==> src/rtl/regfile_dbg_pkg.sv <==
// regfile_dbg_pkg: shared defaults and FSM encoding for the regfile dump block.
// Imported by the dump controller, its port mux and its handshake interface.
package regfile_dbg_pkg;

    localparam int DEF_NB_DATA = 32;
    localparam int DEF_NB_ADDR = 5;
    localparam int DEF_N_REGS  = 32;

    typedef enum logic [2:0] {
        IDLE,
        HALT_WAIT,
        READ,
        SEND,
        DONE
    } state_t;

endpackage

==> src/rtl/regfile_dump_ctrl_if.sv <==
// regfile_dump_ctrl_if: valid/ready word stream from the dump controller
// (master) to the debug unit (slave).
interface regfile_dump_ctrl_if
    import regfile_dbg_pkg::*;
#(
    parameter int NB_DATA = DEF_NB_DATA,
    parameter int NB_ADDR = DEF_NB_ADDR
);

    logic               dump_valid;
    logic               dump_ready;
    logic [NB_DATA-1:0] dump_data;
    logic [NB_ADDR-1:0] dump_idx;
    logic               dump_last;

    modport master (
        output dump_valid,
        output dump_data,
        output dump_idx,
        output dump_last,
        input  dump_ready
    );

    modport slave (
        input  dump_valid,
        input  dump_data,
        input  dump_idx,
        input  dump_last,
        output dump_ready
    );

endinterface

==> src/rtl/regfile_port_mux.sv <==
// regfile_port_mux: combinational steering of the rf rs/rt read addresses
// and the write port (optional debug poke under REGFILE_DBG_POKE_EN).
module regfile_port_mux
    import regfile_dbg_pkg::*;
#(
    parameter int NB_DATA = DEF_NB_DATA,
    parameter int NB_ADDR = DEF_NB_ADDR
) (
    input  logic               sel_dump,
    input  logic [NB_ADDR-1:0] idx,
    input  logic [NB_ADDR-1:0] pipe_rs_addr,
    input  logic [NB_ADDR-1:0] pipe_rt_addr,
    input  logic               pipe_we,
    input  logic [NB_ADDR-1:0] pipe_rd_addr,
    input  logic [NB_DATA-1:0] pipe_rd_data,
`ifdef REGFILE_DBG_POKE_EN
    input  logic               poke_sel,
    input  logic [NB_ADDR-1:0] poke_addr,
    input  logic [NB_DATA-1:0] poke_data,
`endif
    output logic [NB_ADDR-1:0] rf_addres_rs,
    output logic [NB_ADDR-1:0] rf_addres_rt,
    output logic               rf_w_enable,
    output logic [NB_ADDR-1:0] rf_addres_rd,
    output logic [NB_DATA-1:0] rf_data_rd
);

    always_comb begin
        rf_addres_rs = sel_dump ? idx : pipe_rs_addr;
        rf_addres_rt = pipe_rt_addr;
        rf_w_enable  = pipe_we;
        rf_addres_rd = pipe_rd_addr;
        rf_data_rd   = pipe_rd_data;
`ifdef REGFILE_DBG_POKE_EN
        // poke_sel already excludes pipe_we, so writeback is never displaced
        if (poke_sel) begin
            rf_w_enable  = 1'b1;
            rf_addres_rd = poke_addr;
            rf_data_rd   = poke_data;
        end
`endif
    end

endmodule

==> src/rtl/regfile_dump_ctrl.sv <==
// regfile_dump_ctrl: freezes the pipeline and streams every register to the
// debug unit. Optional debug write port: define REGFILE_DBG_POKE_EN.
module regfile_dump_ctrl
    import regfile_dbg_pkg::*;
#(
    parameter int NB_DATA = DEF_NB_DATA,
    parameter int NB_ADDR = DEF_NB_ADDR,
    parameter int N_REGS  = DEF_N_REGS
) (
    input  logic               clk,
    input  logic               rst,
    input  logic               dump_start,
    input  logic               halted,
    output logic               halt_req,
    input  logic [NB_ADDR-1:0] pipe_rs_addr,
    input  logic [NB_ADDR-1:0] pipe_rt_addr,
    input  logic               pipe_we,
    input  logic [NB_ADDR-1:0] pipe_rd_addr,
    input  logic [NB_DATA-1:0] pipe_rd_data,
    output logic [NB_ADDR-1:0] rf_addres_rs,
    output logic [NB_ADDR-1:0] rf_addres_rt,
    output logic               rf_w_enable,
    output logic [NB_ADDR-1:0] rf_addres_rd,
    output logic [NB_DATA-1:0] rf_data_rd,
    input  logic [NB_DATA-1:0] rf_data_rs,
    regfile_dump_ctrl_if.master dump,
    output logic               busy,
    output logic               dump_done
`ifdef REGFILE_DBG_POKE_EN
    ,
    input  logic               poke_valid,
    input  logic [NB_ADDR-1:0] poke_addr,
    input  logic [NB_DATA-1:0] poke_data,
    output logic               poke_ready
`endif
);

    localparam logic [NB_ADDR-1:0] LAST_IDX = NB_ADDR'(N_REGS - 1);

    state_t             state_q, state_d;
    logic [NB_ADDR-1:0] idx_q, idx_d;
    logic [NB_DATA-1:0] data_q, data_d;
    logic [NB_ADDR-1:0] didx_q, didx_d;
    logic               valid_q, valid_d;
    logic               last_q, last_d;

    always_ff @(posedge clk or posedge rst) begin
        if (rst) begin
            state_q <= IDLE;
            idx_q   <= '0;
            data_q  <= '0;
            didx_q  <= '0;
            valid_q <= 1'b0;
            last_q  <= 1'b0;
        end else begin
            state_q <= state_d;
            idx_q   <= idx_d;
            data_q  <= data_d;
            didx_q  <= didx_d;
            valid_q <= valid_d;
            last_q  <= last_d;
        end
    end

    always_comb begin
        state_d = state_q;
        idx_d   = idx_q;
        data_d  = data_q;
        didx_d  = didx_q;
        valid_d = valid_q;
        last_d  = last_q;
        unique case (state_q)
            IDLE: begin
                if (dump_start) state_d = HALT_WAIT;
            end
            HALT_WAIT: begin
                if (halted) state_d = READ;
            end
            READ: begin
                // a lost freeze skips the capture and re-reads the same idx
                if (!halted) begin
                    state_d = HALT_WAIT;
                end else begin
                    data_d  = rf_data_rs;
                    didx_d  = idx_q;
                    valid_d = 1'b1;
                    last_d  = (idx_q == LAST_IDX);
                    state_d = SEND;
                end
            end
            SEND: begin
                if (dump.dump_ready) begin
                    valid_d = 1'b0;
                    if (last_q) begin
                        state_d = DONE;
                    end else begin
                        idx_d   = idx_q + 1'b1;
                        state_d = READ;
                    end
                end
            end
            DONE: begin
                idx_d   = '0;
                last_d  = 1'b0;
                state_d = IDLE;
            end
            default: begin
                state_d = IDLE;
            end
        endcase
    end

    always_comb begin
        halt_req  = (state_q == HALT_WAIT) || (state_q == READ) ||
                    (state_q == SEND);
        busy      = (state_q != IDLE);
        dump_done = (state_q == DONE);
    end

    assign dump.dump_valid = valid_q;
    assign dump.dump_data  = data_q;
    assign dump.dump_idx   = didx_q;
    assign dump.dump_last  = last_q;

`ifdef REGFILE_DBG_POKE_EN
    logic poke_sel;

    assign poke_ready = halt_req && halted && !pipe_we;
    assign poke_sel   = poke_valid && poke_ready;
`endif

    regfile_port_mux #(
        .NB_DATA(NB_DATA),
        .NB_ADDR(NB_ADDR)
    ) u_mux (
        .sel_dump    (state_q == READ),
        .idx         (idx_q),
        .pipe_rs_addr(pipe_rs_addr),
        .pipe_rt_addr(pipe_rt_addr),
        .pipe_we     (pipe_we),
        .pipe_rd_addr(pipe_rd_addr),
        .pipe_rd_data(pipe_rd_data),
`ifdef REGFILE_DBG_POKE_EN
        .poke_sel    (poke_sel),
        .poke_addr   (poke_addr),
        .poke_data   (poke_data),
`endif
        .rf_addres_rs(rf_addres_rs),
        .rf_addres_rt(rf_addres_rt),
        .rf_w_enable (rf_w_enable),
        .rf_addres_rd(rf_addres_rd),
        .rf_data_rd  (rf_data_rd)
    );

endmodule

==> src/flat_wrapper.sv <==
// flat-port wrapper written by rule: the top's interface ports become plain ports
module regfile_dump_ctrl_flat import regfile_dbg_pkg::*;
#(
    parameter int NB_DATA = DEF_NB_DATA,
    parameter int NB_ADDR = DEF_NB_ADDR,
    parameter int N_REGS  = DEF_N_REGS
)
  (clk, rst, dump_start, halted, halt_req, pipe_rs_addr, pipe_rt_addr, pipe_we, pipe_rd_addr, pipe_rd_data, rf_addres_rs, rf_addres_rt, rf_w_enable, rf_addres_rd, rf_data_rd, rf_data_rs, busy, dump_done, dump_dump_valid, dump_dump_data, dump_dump_idx, dump_dump_last, dump_dump_ready);
  regfile_dump_ctrl_if #(.NB_DATA(NB_DATA), .NB_ADDR(NB_ADDR)) dump_i ();
  input  logic clk;
  input  logic rst;
  input  logic dump_start;
  input  logic halted;
  output logic halt_req;
  input  logic [NB_ADDR-1:0] pipe_rs_addr;
  input  logic [NB_ADDR-1:0] pipe_rt_addr;
  input  logic pipe_we;
  input  logic [NB_ADDR-1:0] pipe_rd_addr;
  input  logic [NB_DATA-1:0] pipe_rd_data;
  output logic [NB_ADDR-1:0] rf_addres_rs;
  output logic [NB_ADDR-1:0] rf_addres_rt;
  output logic rf_w_enable;
  output logic [NB_ADDR-1:0] rf_addres_rd;
  output logic [NB_DATA-1:0] rf_data_rd;
  input  logic [NB_DATA-1:0] rf_data_rs;
  output logic busy;
  output logic dump_done;
  output wire logic [$bits(dump_i.dump_valid)-1:0] dump_dump_valid;
  output wire logic [$bits(dump_i.dump_data)-1:0] dump_dump_data;
  output wire logic [$bits(dump_i.dump_idx)-1:0] dump_dump_idx;
  output wire logic [$bits(dump_i.dump_last)-1:0] dump_dump_last;
  input wire logic [$bits(dump_i.dump_ready)-1:0] dump_dump_ready;
  assign dump_dump_valid = dump_i.dump_valid;
  assign dump_dump_data = dump_i.dump_data;
  assign dump_dump_idx = dump_i.dump_idx;
  assign dump_dump_last = dump_i.dump_last;
  assign dump_i.dump_ready = dump_dump_ready;
  regfile_dump_ctrl #(.NB_DATA(NB_DATA), .NB_ADDR(NB_ADDR), .N_REGS(N_REGS)) u_core (.clk(clk), .rst(rst), .dump_start(dump_start), .halted(halted), .halt_req(halt_req), .pipe_rs_addr(pipe_rs_addr), .pipe_rt_addr(pipe_rt_addr), .pipe_we(pipe_we), .pipe_rd_addr(pipe_rd_addr), .pipe_rd_data(pipe_rd_data), .rf_addres_rs(rf_addres_rs), .rf_addres_rt(rf_addres_rt), .rf_w_enable(rf_w_enable), .rf_addres_rd(rf_addres_rd), .rf_data_rd(rf_data_rd), .rf_data_rs(rf_data_rs), .dump(dump_i), .busy(busy), .dump_done(dump_done));
endmodule
==> config.mk <==
export PLATFORM = sky130hd
export DESIGN_NAME = regfile_dump_ctrl_flat
export DESIGN_NICKNAME = d
export VERILOG_FILES = /design/src/rtl/regfile_dbg_pkg.sv /design/src/rtl/regfile_dump_ctrl_if.sv /design/src/rtl/regfile_port_mux.sv /design/src/rtl/regfile_dump_ctrl.sv /design/src/flat_wrapper.sv
export SDC_FILE = /design/constraint.sdc
export NUM_CORES = 1
export LEC_CHECK = 0
export CELL_PAD_IN_SITES_DETAIL_PLACEMENT = 0
export CELL_PAD_IN_SITES_GLOBAL_PLACEMENT = 1
export CORE_UTILIZATION = 26
export CTS_CLUSTER_DIAMETER = 50
export CTS_CLUSTER_SIZE = 12
export DETAILED_ROUTE_END_ITERATION = 16
export GPL_ROUTABILITY_DRIVEN = 0
export PLACE_DENSITY = 0.94
export SYNTH_ARGS = -nofsm -noshare
export SYNTH_HDL_FRONTEND = slang
export SYNTH_SLANG_ARGS = --single-unit
==> constraint.sdc <==
create_clock -name clk -period 2.4 [get_ports clk]
set_input_delay 0.48 -clock clk [delete_from_list [all_inputs] [get_ports clk]]
set_output_delay 0.48 -clock clk [all_outputs]
set_load 0.05 [all_outputs]
After elaboration in Yosys (flattened, before gate mapping)

Cells that the tools add are included.

$add $sub $neg: 1
$mul: 0
Div/mod/pow operators: 0
Order comparisons: 0
Eq/ne operators: 10
Shifts and indexed selects: 0
Mux-type cells: 15
Bitwise gates (word level): 0
Reductions and logical operators: 12

Operators with widths:

| kind                                                             | number |
|---|---|
| 5-bit two-way mux                                                | 3 |
| 3-bit two-way mux                                                | 4 |
| 3-bit one-hot mux with 4 select lines                            | 1 |
| 2-bit inequality test (second input constant)                    | 5 |
| 5-bit one-hot mux with 2 select lines                            | 1 |
| 3-bit AND reduction                                              | 3 |
| 3-bit by 2-bit == test with 1-bit output (second input constant) | 2 |
| 2-bit nonzero test                                               | 3 |
| 5-bit by 1-bit adder with 5-bit output (second input constant)   | 1 |
| 5-bit == test (second input constant)                            | 1 |
| 1-bit one-hot mux with 2 select lines                            | 2 |
| 2-bit AND reduction                                              | 2 |
| 3-bit by 1-bit == test with 1-bit output (second input constant) | 1 |
| 3-bit == test (second input constant)                            | 1 |
| 3-bit zero test                                                  | 1 |
| 1-bit two-way mux                                                | 3 |
| 3-bit nonzero test                                               | 1 |
| 1-bit logical OR                                                 | 2 |
| 2-bit two-way mux                                                | 1 |

Register bits after elaboration: 47
Latch bits: 0
Memory bits (writable): 0
Memory bits (read-only): 0
Bits of input ports: 85
Logic and storage cells: 44
Memories kept: 0

Depth between registers and ports, before layout

Depth after elaboration: 4
Depth in mapped cells: 6
Gate-level depth less buffers: 5

Hierarchy

From an unflattened synthesis, not the netlist that was laid out.

Cell total of the unflattened synthesis: 186
Area total of the unflattened synthesis: 2334.7 sq um

By module, submodules not included:

| module            | instances | cells an instance | area each (sq um) | sequential area each (sq um) |
|---|---|---|---|---|
| regfile_dump_ctrl | 1         | 138               | 1955.6            | 1176.1 |
| regfile_port_mux  | 1         | 48                | 379.1             | 0.0 |

Worst setup path before layout

No wires, ideal clock.

Kind: reg-to-output
Start: reg u_core.state_q[0]
End: out dump_done
Data arrival time: 1.430 ns
Data required time: 1.920 ns
Slack: 0.490 ns
Cell stages (with the launch flop): 4
Path buffers: 1
Cell sequence: dfrtp_1 > buf_2 > or3b_2 > inv_1

Cells in the longest elaborated chain, start to end: 1

Ends and longest elaborated chain:

| element                | RTL line                 | RTL |
|---|---|---|
| start, declared        | regfile_dump_ctrl.sv:40  | `state_t state_q, state_d;` |
| start signal, assigned | regfile_dump_ctrl.sv:56  | `state_q <= state_d;` |
| 3-bit == test          | regfile_dump_ctrl.sv:117 | `dump_done = (state_q == DONE);` |
| end, declared          | flat_wrapper.sv:27       | `output logic dump_done;` |

Every way passes these cells.

Worst setup path after layout

Start: reg u_core.state_q[0]
End: out rf_addres_rs[3]

Cells in the longest elaborated chain, start to end: 2

Ends and longest elaborated chain:

| element                                  | RTL line                 | RTL |
|---|---|---|
| 3-bit by 2-bit == test with 1-bit output | regfile_dump_ctrl.sv:136 | `.sel_dump (state_q == READ),` |
| 5-bit two-way mux                        | regfile_port_mux.sv:29   | `rf_addres_rs = sel_dump ? idx : pipe_rs_addr;` |
| end, declared                            | flat_wrapper.sv:20       | `output logic [NB_ADDR-1:0] rf_addres_rs;` |

Every way passes these cells.

==> results.md <==
- Status: complete, no violations
- Peak supply drop: 0.641 mV
- Register cell area after layout: 1180 um2
- Post-synth EDFFs: 0
- Die X-Extent: 96.8 um
- Predominant post-synthesis flop cell: dfrtp_1
- Design Area, Final: 3160 um2
- Sequential area share after synthesis: 0.503
- DR vias/cell: 4.44
- Total die area: 9370 um2
- Main combinational cell family by area after synthesis: multiplexers
- Post-synthesis simple-gate area fraction: 0.0680
- Cell Rows: 34
- Top cell type's share of synthesized area: 0.503
- Filler Cell Count: 834
- Number of warnings issued by yosys: 0
- Initial antenna violation count: 0
- Final Non-Filler Cells: 342
- Startpoint types: register
- Clk root buf: clkbuf_8
- GR Overflow Total: 0
- Initial Util: 0.268
- Avg Inst Size Synth: 12.6 um2
- XOR/XNOR Fraction of Synth Area: 0
- GRT Overall Usage: 0.105
- CTS tree: done
- Unique cell type count in the Yosys netlist: 27
- Worst-path cell chain: nor3b_4 -> buf_4 -> mux2_2 -> buf_4
- Critical-path top delay cell: dfrtp_2
- RSZ-0062 raised after global routing: no
- Endpoint class of the critical path: output pin
- Buf+Inv Stages, Crit Path: 2
- Syn Inst Count: 186
- Final Hold Violating Endpoints: 0
- Multi-input logic area: 768 um2
- Post-DP HPWL: 3520 um
- Largest net degree at the start of global routing: 39
- PD cells: 1560 nW/um2
- Fraction of registers with async set/reset: 1.00
- Synthesized Nets: 273
- Pre-antenna DRT Iters: 4
- Cell mode on critical path: buf_4
- CTS sink count: 47
- Most area-consuming cells after synthesis: dfrtp_1, buf_4, mux2_2
- Critical path fanouts, max: 13
- # hold bufs at CTS: 0
- Crit path DAT: 1.80 ns
- Nets: 320
- Port Buf Inserts: 88
- Most numerous cell in the Yosys netlist: dfrtp_1
- Reg clk slew, reported paths: 0.10 ns
- Max clock buf depth: 2
- Io pins: 175
- Setup bufs post-CTS: 0
- Clock Skews: 0.0109 ns
- Syn-to-layout area delta: 35.1%
- Chip height: 96.8 um
- Mapped Area: 2340 um2
- Commonest cells in the synthesized netlist: dfrtp_1, buf_4, mux2_2
- Starting DRT DRC Count: 28
- Via count: 1520
- Leak: 0.00131 uW
- DP Cell Count: 334
- Antenna viol nets, final: 0
- DRC: 0
- Share of cells above drive strength 1: 0.205
- Final wirelength: 4790 um
- Setup violators final: 0
- Number of diodes: 0
- Rel. slew slack: 0.647
- Crit-path leading delay family: flip-flops
- CORE AREA: 8720 um2
- H-tree levels: 2
- Fin crit period: 2.28 ns
- Largest stage delay on the critical path: 0.52 ns
- Adder-Cell Fraction of Synth Area: 0.0107
- Mux cell area share after synthesis: 0.211
- DR WL/cell: 14.0 um
- Final slew viol count: 0
- Global-route wire length before repair: 7970 um
- Max-cap viol count: 0
- Post-placement cell area: 3010 um2
- Num CTS Buffers: 5
- Compound-Gate Fraction of Synth Area: 0.0364
- Synthesized flop and latch total: 47
- Setup TNS: 0 ns
- Critical path type: register to output pin
- Required time of the critical path: 1.92 ns
- Vias in the first global route: 1539
- Fmax: 438 MHz
- Insertion delay to the later sink of the worst-skew pair: 0.30 ns
- Slew @ Worst Pin: 0.527 ns
- Synth area leader: dfrtp_1
- Hold/Removal Path Class: register to register
- Final period util: 0.951
==> through the flow <==
stage | hold WS [ns] | total power (uW) | setup slack [ns] | util
final | 0.489 | 4920 | 0.117 | 0.362
after global routing | 0.511 | 5160 | 0.0132 | 0.362
after CTS | 0.496 | 4980 | 0.0260 | 0.362
after detailed placement | 0.474 | 4270 | 0.310 | 0.345
after global placement | 0.468 | 4210 | 0.327 | 0.345
after floorplan | 0.491 | 3500 | 0.490 | -
==> metal layers <==
metal  share of wire  track usage  up-vias
met5               0            0        -
met4           0.017       0.0528        0
met3           0.088       0.0347       18
met2            0.43        0.151       88
met1            0.46        0.142      726
li1                -            -      688
==> path summary, 6_finish.rpt <==
kind,depth (start not counted),end,slack [ns],startpoint
worst max-delay path,4,rf_addres_rs[3],0.12,u_core.state_q[0]
worst min-delay path,1,u_core.dump.dump_data[15],0.49,u_core.dump.dump_data[15]
worst max register to register,3,u_core.dump.dump_idx[3],0.79,u_core.state_q[2]
worst min register to register,1,u_core.dump.dump_data[15],0.49,u_core.dump.dump_data[15]
max in group asynchronous,3,u_core.dump.dump_data[11],1.38,rst
min in group asynchronous,2,u_core.dump.dump_data[21],0.51,rst
==> flip-flops by register name, summed over array words and instances (netlist names) <==
| register | flops |
|---|---|
| u_core.dump.dump_valid | 1 |
| u_core.dump.dump_idx | 5 |
| u_core.dump.dump_last | 1 |
| u_core.idx_q | 5 |
| u_core.state_q | 3 |
| u_core.dump.dump_data | 32 |
==> layout by cell type, fill, tap and decap left out, types with 3 or more instances in the layout <==
| master | synthesis | layout |
|---|---|---|
| clkdlybuf4s50_1 | 0 | 80 |
| inv_1 | 4 | 3 |
| nor2_1 | 5 | 5 |
| buf_12 | 0 | 3 |
| clkbuf_8 | 0 | 5 |
| buf_4 | 44 | 7 |
| nand3_1 | 5 | 5 |
| dfrtp_1 | 47 | 45 |
| mux2_2 | 23 | 23 |
| a21oi_1 | 5 | 5 |
| nand2_1 | 5 | 5 |
| mux2_1 | 19 | 19 |
| o21ai_0 | 3 | 3 |
==> report_power, final <==
group | internal (uW) | switching, uW
logic | 1050 | 1740
clock network | 416 | 278
registers | 1170 | 272
==> cells by family after synthesis <==
logic type / Yosys count
adder cells (fa/ha/maj): 2
flip-flops: 47
buffers and inverters: 55
multiplexers: 44
AND/OR/NAND/NOR: 24
AO/OA/AOI/OAI: 14
==> repair_timing <==
| action | 4_1_cts | 5_1_grt |
|---|---|---|
| setup endpoints to repair | 3 | 3 |
| resized for setup | 3 | 1 |
| pin swaps | 0 | 0 |
==> area by class of cell <==
type                    instances  share of cell area
flip-flops and latches         47               0.374
repair buffers                 91               0.292
multi-input cells              84               0.243
well taps                     108              0.0428
clock buffers                   5              0.0218
clock inverters                 3              0.0214
inverters                       4             0.00476
Power figures use the tool's default switching activity.
